[config.mk]
export PLATFORM = sky130hd
export DESIGN_NAME = multicycle_controller
export DESIGN_NICKNAME = d
export VERILOG_FILES = /design/src/rtl/mc_ctrl_pkg.sv /design/src/rtl/multicycle_controller_alu_decoder.sv /design/src/rtl/multicycle_controller.sv
export SDC_FILE = /design/constraint.sdc
export NUM_CORES = 1
export LEC_CHECK = 0
export ABC_AREA = 1
export CORE_UTILIZATION = 37
export DETAILED_ROUTE_END_ITERATION = 8
export PLACE_DENSITY_LB_ADDON = 0.1
export SYNTH_ARGS = -nofsm -noshare
export SYNTH_HDL_FRONTEND = slang
export SYNTH_SLANG_ARGS = --single-unit
[constraint.sdc]
create_clock -name clk -period 1.95 [get_ports clk]
set_input_delay 0.39 -clock clk [delete_from_list [all_inputs] [get_ports clk]]
set_output_delay 0.39 -clock clk [all_outputs]
set_load 0.01 [all_outputs]
[src/rtl/mc_ctrl_pkg.sv]
// mc_ctrl_pkg: shared states, opcodes, ALUOp and select encodings for multicycle_controller
package mc_ctrl_pkg;
  typedef enum logic [3:0] {
    S_FETCH, S_DECODE, S_MEMADR, S_MEMREAD, S_MEMWB, S_MEMWRITE,
    S_EXECR, S_EXECI, S_ALUWB, S_BEQ, S_JAL
  } state_t;
  typedef enum logic [1:0] {ALUOP_ADD, ALUOP_SUB, ALUOP_FUNCT} alu_op_t;
  localparam logic [6:0] OP_LW  = 7'b0000011;
  localparam logic [6:0] OP_SW  = 7'b0100011;
  localparam logic [6:0] OP_R   = 7'b0110011;
  localparam logic [6:0] OP_I   = 7'b0010011;
  localparam logic [6:0] OP_BEQ = 7'b1100011;
  localparam logic [6:0] OP_JAL = 7'b1101111;
  localparam logic [2:0] ALU_ADD = 3'b000;
  localparam logic [2:0] ALU_SUB = 3'b001;
  localparam logic [2:0] ALU_AND = 3'b010;
  localparam logic [2:0] ALU_OR  = 3'b011;
  localparam logic [2:0] ALU_SLT = 3'b101;
  localparam logic [1:0] IMM_I = 2'b00;
  localparam logic [1:0] IMM_S = 2'b01;
  localparam logic [1:0] IMM_B = 2'b10;
  localparam logic [1:0] IMM_J = 2'b11;
  localparam logic [1:0] RES_ALUOUT    = 2'b00;
  localparam logic [1:0] RES_DATA      = 2'b01;
  localparam logic [1:0] RES_ALURESULT = 2'b10;
  localparam logic [1:0] SRCA_PC    = 2'b00;
  localparam logic [1:0] SRCA_OLDPC = 2'b01;
  localparam logic [1:0] SRCA_REG   = 2'b10;
  localparam logic [1:0] SRCB_REG  = 2'b00;
  localparam logic [1:0] SRCB_IMM  = 2'b01;
  localparam logic [1:0] SRCB_FOUR = 2'b10;
endpackage

[src/rtl/multicycle_controller_alu_decoder.sv]
// alu_decoder: maps ALUOp plus funct3/op5/funct7b5 to the ALU_control encoding
module alu_decoder
  import mc_ctrl_pkg::*;
(
  input  logic [1:0] alu_op,
  input  logic [2:0] funct3,
  input  logic       op5,
  input  logic       funct7b5,
  output logic [2:0] alu_control
);
  always_comb begin
    alu_control = alu_op == ALUOP_SUB   ? ALU_SUB :
                  alu_op != ALUOP_FUNCT ? ALU_ADD :
                  funct3 == 3'b000      ? ((op5 & funct7b5) ? ALU_SUB : ALU_ADD) :
                  funct3 == 3'b010      ? ALU_SLT :
                  funct3 == 3'b110      ? ALU_OR  :
                  funct3 == 3'b111      ? ALU_AND : ALU_ADD;
  end
endmodule

[src/rtl/multicycle_controller.sv]
// multicycle_controller: Moore FSM sequencing a multicycle RV32I datapath; MC_MEM_WAIT_EN adds mem_ready wait states
module multicycle_controller
  import mc_ctrl_pkg::*;
(
  input  logic       clk,
  input  logic       rst,
  input  logic [6:0] op,
  input  logic [2:0] funct3,
  input  logic       funct7b5,
  input  logic       zero,
`ifdef MC_MEM_WAIT_EN
  input  logic       mem_ready,
`endif
  output logic       PC_write,
  output logic       Adr_src,
  output logic       Mem_Write,
  output logic       IR_write,
  output logic [1:0] Result_src,
  output logic [1:0] ALU_srcA,
  output logic [1:0] ALU_srcB,
  output logic [1:0] Imm_src,
  output logic [2:0] ALU_control,
  output logic       Reg_write,
  output logic       instr_done,
  output logic       illegal_op
);
  state_t  state_q, state_d, state_v;
  alu_op_t alu_op;
  logic    rdy, pc_update, branch, ir_write, mem_write, reg_write, done, illegal;
`ifdef MC_MEM_WAIT_EN
  assign rdy = mem_ready;
`else
  assign rdy = 1'b1;
`endif
  alu_decoder u_alu_decoder (
    .alu_op     (alu_op),
    .funct3     (funct3),
    .op5        (op[5]),
    .funct7b5   (funct7b5),
    .alu_control(ALU_control)
  );
  always_ff @(posedge clk) state_q <= rst ? S_FETCH : state_d;
  always_comb begin
    state_v    = rst ? S_FETCH : state_q;
    state_d    = state_v;
    pc_update  = 1'b0;
    branch     = 1'b0;
    ir_write   = 1'b0;
    mem_write  = 1'b0;
    reg_write  = 1'b0;
    done       = 1'b0;
    illegal    = 1'b0;
    Adr_src    = 1'b0;
    Result_src = RES_ALUOUT;
    ALU_srcA   = SRCA_PC;
    ALU_srcB   = SRCB_REG;
    alu_op     = ALUOP_ADD;
    case (state_v)
      S_FETCH: begin
        ir_write   = rdy;
        pc_update  = rdy;
        ALU_srcB   = SRCB_FOUR;
        Result_src = RES_ALURESULT;
        state_d    = rdy ? S_DECODE : S_FETCH;
      end
      S_DECODE: begin
        ALU_srcA = SRCA_OLDPC;
        ALU_srcB = SRCB_IMM;
        state_d  = (op == OP_LW || op == OP_SW) ? S_MEMADR :
                   op == OP_R   ? S_EXECR :
                   op == OP_I   ? S_EXECI :
                   op == OP_BEQ ? S_BEQ   :
                   op == OP_JAL ? S_JAL   : S_FETCH;
        illegal  = state_d == S_FETCH;
      end
      S_MEMADR: begin
        ALU_srcA = SRCA_REG;
        ALU_srcB = SRCB_IMM;
        state_d  = op == OP_LW ? S_MEMREAD : S_MEMWRITE;
      end
      S_MEMREAD: begin
        Adr_src = 1'b1;
        state_d = rdy ? S_MEMWB : S_MEMREAD;
      end
      S_MEMWB: begin
        Result_src = RES_DATA;
        reg_write  = 1'b1;
        done       = 1'b1;
        state_d    = S_FETCH;
      end
      S_MEMWRITE: begin
        Adr_src   = 1'b1;
        mem_write = 1'b1;
        done      = rdy;
        state_d   = rdy ? S_FETCH : S_MEMWRITE;
      end
      S_EXECR: begin
        ALU_srcA = SRCA_REG;
        alu_op   = ALUOP_FUNCT;
        state_d  = S_ALUWB;
      end
      S_EXECI: begin
        ALU_srcA = SRCA_REG;
        ALU_srcB = SRCB_IMM;
        alu_op   = ALUOP_FUNCT;
        state_d  = S_ALUWB;
      end
      S_ALUWB: begin
        reg_write = 1'b1;
        done      = 1'b1;
        state_d   = S_FETCH;
      end
      S_BEQ: begin
        ALU_srcA = SRCA_REG;
        alu_op   = ALUOP_SUB;
        branch   = 1'b1;
        done     = 1'b1;
        state_d  = S_FETCH;
      end
      S_JAL: begin
        ALU_srcA  = SRCA_OLDPC;
        ALU_srcB  = SRCB_FOUR;
        pc_update = 1'b1;
        state_d   = S_ALUWB;
      end
      default: state_d = S_FETCH;
    endcase
    PC_write   = ~rst & (pc_update | (branch & zero));
    IR_write   = ~rst & ir_write;
    Mem_Write  = ~rst & mem_write;
    Reg_write  = ~rst & reg_write;
    instr_done = ~rst & done;
    illegal_op = ~rst & illegal;
    Imm_src    = op == OP_SW ? IMM_S : op == OP_BEQ ? IMM_B : op == OP_JAL ? IMM_J : IMM_I;
  end
endmodule

==> results_dict.tcl <==
set metrics [dict create \
    status "completed" \
    synthesis.nets 105 \
    die_width_um 38.5 \
    clockBufferDepth 2 \
    wl_met3_um 85 \
    fin_nets 162 \
    grt_use_total_pct 30.3 \
    maxCapViolations 0 \
    crit_type "flop to primary output" \
    finalHoldViolations 0 \
    synth_area_leaders "nand2_1 (18%), dfxtp_1 (16%), nand3_1 (11%)" \
    clockPowerShare_pct 34.9 \
    grt_pass1_wl_um 3080 \
    die_h_um 38.5 \
    comb_power_share_pct 37.4 \
    drt-met1-wl_um 764 \
    vias 818 \
    drtAntennaViolNets 0 \
    p_leak_nw 0.567 \
    p_per_area_nw_per_um2 300 \
    worst_setup_path_end_kind "primary output" \
    seq_power_share_pct 27.7 \
    final_area_um2 1030 \
    overflow 0 \
    synth_top_area_cell "nand2_1" \
    cp_data_arrival_time_ns 1.52 \
    max_slew.worst_pin.slew_ns 0.187 \
    cts_buffers 3 \
    cts_hold_buf 0 \
    pre_cts_slack_ns -0.533 \
    num_rows 12 \
    wire_per_inst_um 13.1 \
    final.setup_skew_ns 0.00321 \
    syn_inst 91 \
    antenna_found_initial 0 \
    tns_ns 0 \
    coreArea_um2 1170 \
    drv_slew 0 \
    finalPower_mw 0.308 \
    cts_root_buffer "clkbuf_4" \
    worst_ir_drop_vdd_v 0.000225 \
    switching_power_mw 0.0960 \
    crit_required_ns 1.56 \
    worst_slew_margin_rel_pct 87.5 \
    top_register "state_q" \
    placed_cell_area_um2 940 \
    hpwlAfterDp_um 1370 \
    numPortBuffers 31 \
    max_freq_mhz 523 \
    clk_latency_ns 0.25 \
    ys_seq_elements 4 \
    ys_types 20 \
    routabilityCongestion 0.776 \
    yosys_warnings 0 \
    drc 0 \
    hold_path.class "flop to flop" \
    switching_share_pct 31.2 \
    htreeDepth 1 \
    fin_crit_ns 1.91 \
    met2_length_um 1210 \
    grt_max_degree 8 \
    cts_tree "done" \
    grt_pass1_vias 781 \
    synth_seq_area_share_pct 16.3 \
    via_per_inst 5.11 \
    largest_register_ffs 4 \
    top_regs "state_q: 4 flops" \
    min_period_over_period_pct 98.1 \
    start_util_pct 42.0 \
    drtPass1Iterations 4 \
    yosysTopAreaCellShare_pct 17.6 \
    drt_wl_total_um 2100 \
    dp.cells 152 \
    die-area_um2 1480 \
    clock-sinks 4 \
    routed.top_layer "met4" \
    drive_gt1_share_pct 38.4 \
    cts.reportedPaths.clkPinSlew_ns 0.04 \
    io-pin-count 32 \
    hold_ws_ns 0.522 \
    setup_viol 0 \
    synthToLayoutAreaGrowth_pct 109 \
    setup_slack_ns 0.0380 \
    syn_avg_cell_area_um2 5.40 \
    finalNonFillerCells 160 \
    utilization_pct 87.7 \
    antenna_cells 0 \
    intPower_mw 0.212 \
    cp-start-kind "flop" \
    synth.cell_area_um2 492 \
    cp_max_fo 4 \
    drtIter0Drc 15 \
]
==> final timing paths <==
path,start,to,slack (ns),cells past startpoint
worst max-delay path,state_q[3],Result_src[1],0.04,4
worst min register to register,state_q[0],state_q[0],0.52,1
worst min-delay path,state_q[0],state_q[0],0.52,1
worst max register to register,state_q[3],state_q[2],0.94,5
==> final cells by class <==
type | instances | area, µm²
Tap cell | 14 | 17.5
Fill cell | 73 | 144
Timing Repair Buffer | 51 | 425
Multi-Input combinational cell | 72 | 400
Sequential cell | 4 | 95.1
Inverter | 15 | 58.8
Clock buffer | 3 | 22.5
Timing Repair inverter | 1 | 7.51
==> synthesized netlist by cell type (all sizes together) <==
cell / n
a21boi: 1
a21oi: 4
nand3b: 1
nor2: 18
inv: 15
a31oi: 1
nand3: 12
nand2: 28
dfxtp: 4
nor3b: 1
nor3: 1
o21ai: 5
==> worst max-delay path, stage by stage, from the launching register on <==
cell and delay (ns):
dfxtp_4 0.36, o21ai_4 0.21, nand2_2 0.12, inv_1 0.06, clkdlybuf4s50_1 0.53
==> per-layer routing <==
| layer | up-vias | global-route usage (%) |
|---|---|---|
| li1 | 399 | - |
| met4 | 0 | 15.5 |
| met1 | 372 | 25.4 |
| met2 | 40 | 64.8 |
| met3 | 7 | 4.65 |
| met5 | - | 0 |
==> placed cells by master (no fill, tap or decap), drive strengths merged, types with 4 or more instances in the layout <==
master,count
inv,15
a21oi,4
nor2,18
o21ai,5
dfxtp,4
nand3,12
buf,23
dlygate4sd2,14
clkdlybuf4s50,12
clkbuf,4
nand2,28
==> power by group through the flow <==
stage / combinational, mW / sequential, mW / clock, mW
4_1_cts: 0.110 / 0.0851 / 0.103
3_3_place_gp: 0.106 / 0.0891 / 0
5_1_grt: 0.123 / 0.0857 / 0.113
3_5_place_dp: 0.109 / 0.0892 / 0
6_report: 0.115 / 0.0853 / 0.107
2_1_floorplan: 0.0380 / 0.0883 / 0
==> repair_timing <==
action	in CTS	in global routing
setup endpoints to repair	18	4
gates cloned	1	0
resized for setup	46	7
setup buffers	4	0
pin swaps	4	1
==> kinds of logic (layout without fill, tap and decap cells) <==
logic type             Yosys count  after routing  share of synthesized area, %
and+or+nand+nor                 61             61                          59.0
buffers and inverters           15             70                          12.0
AOI/OAI and AO/OA               11             11                          12.7
DFF                              4              4                          16.3
Power figures use the tool's default switching activity.
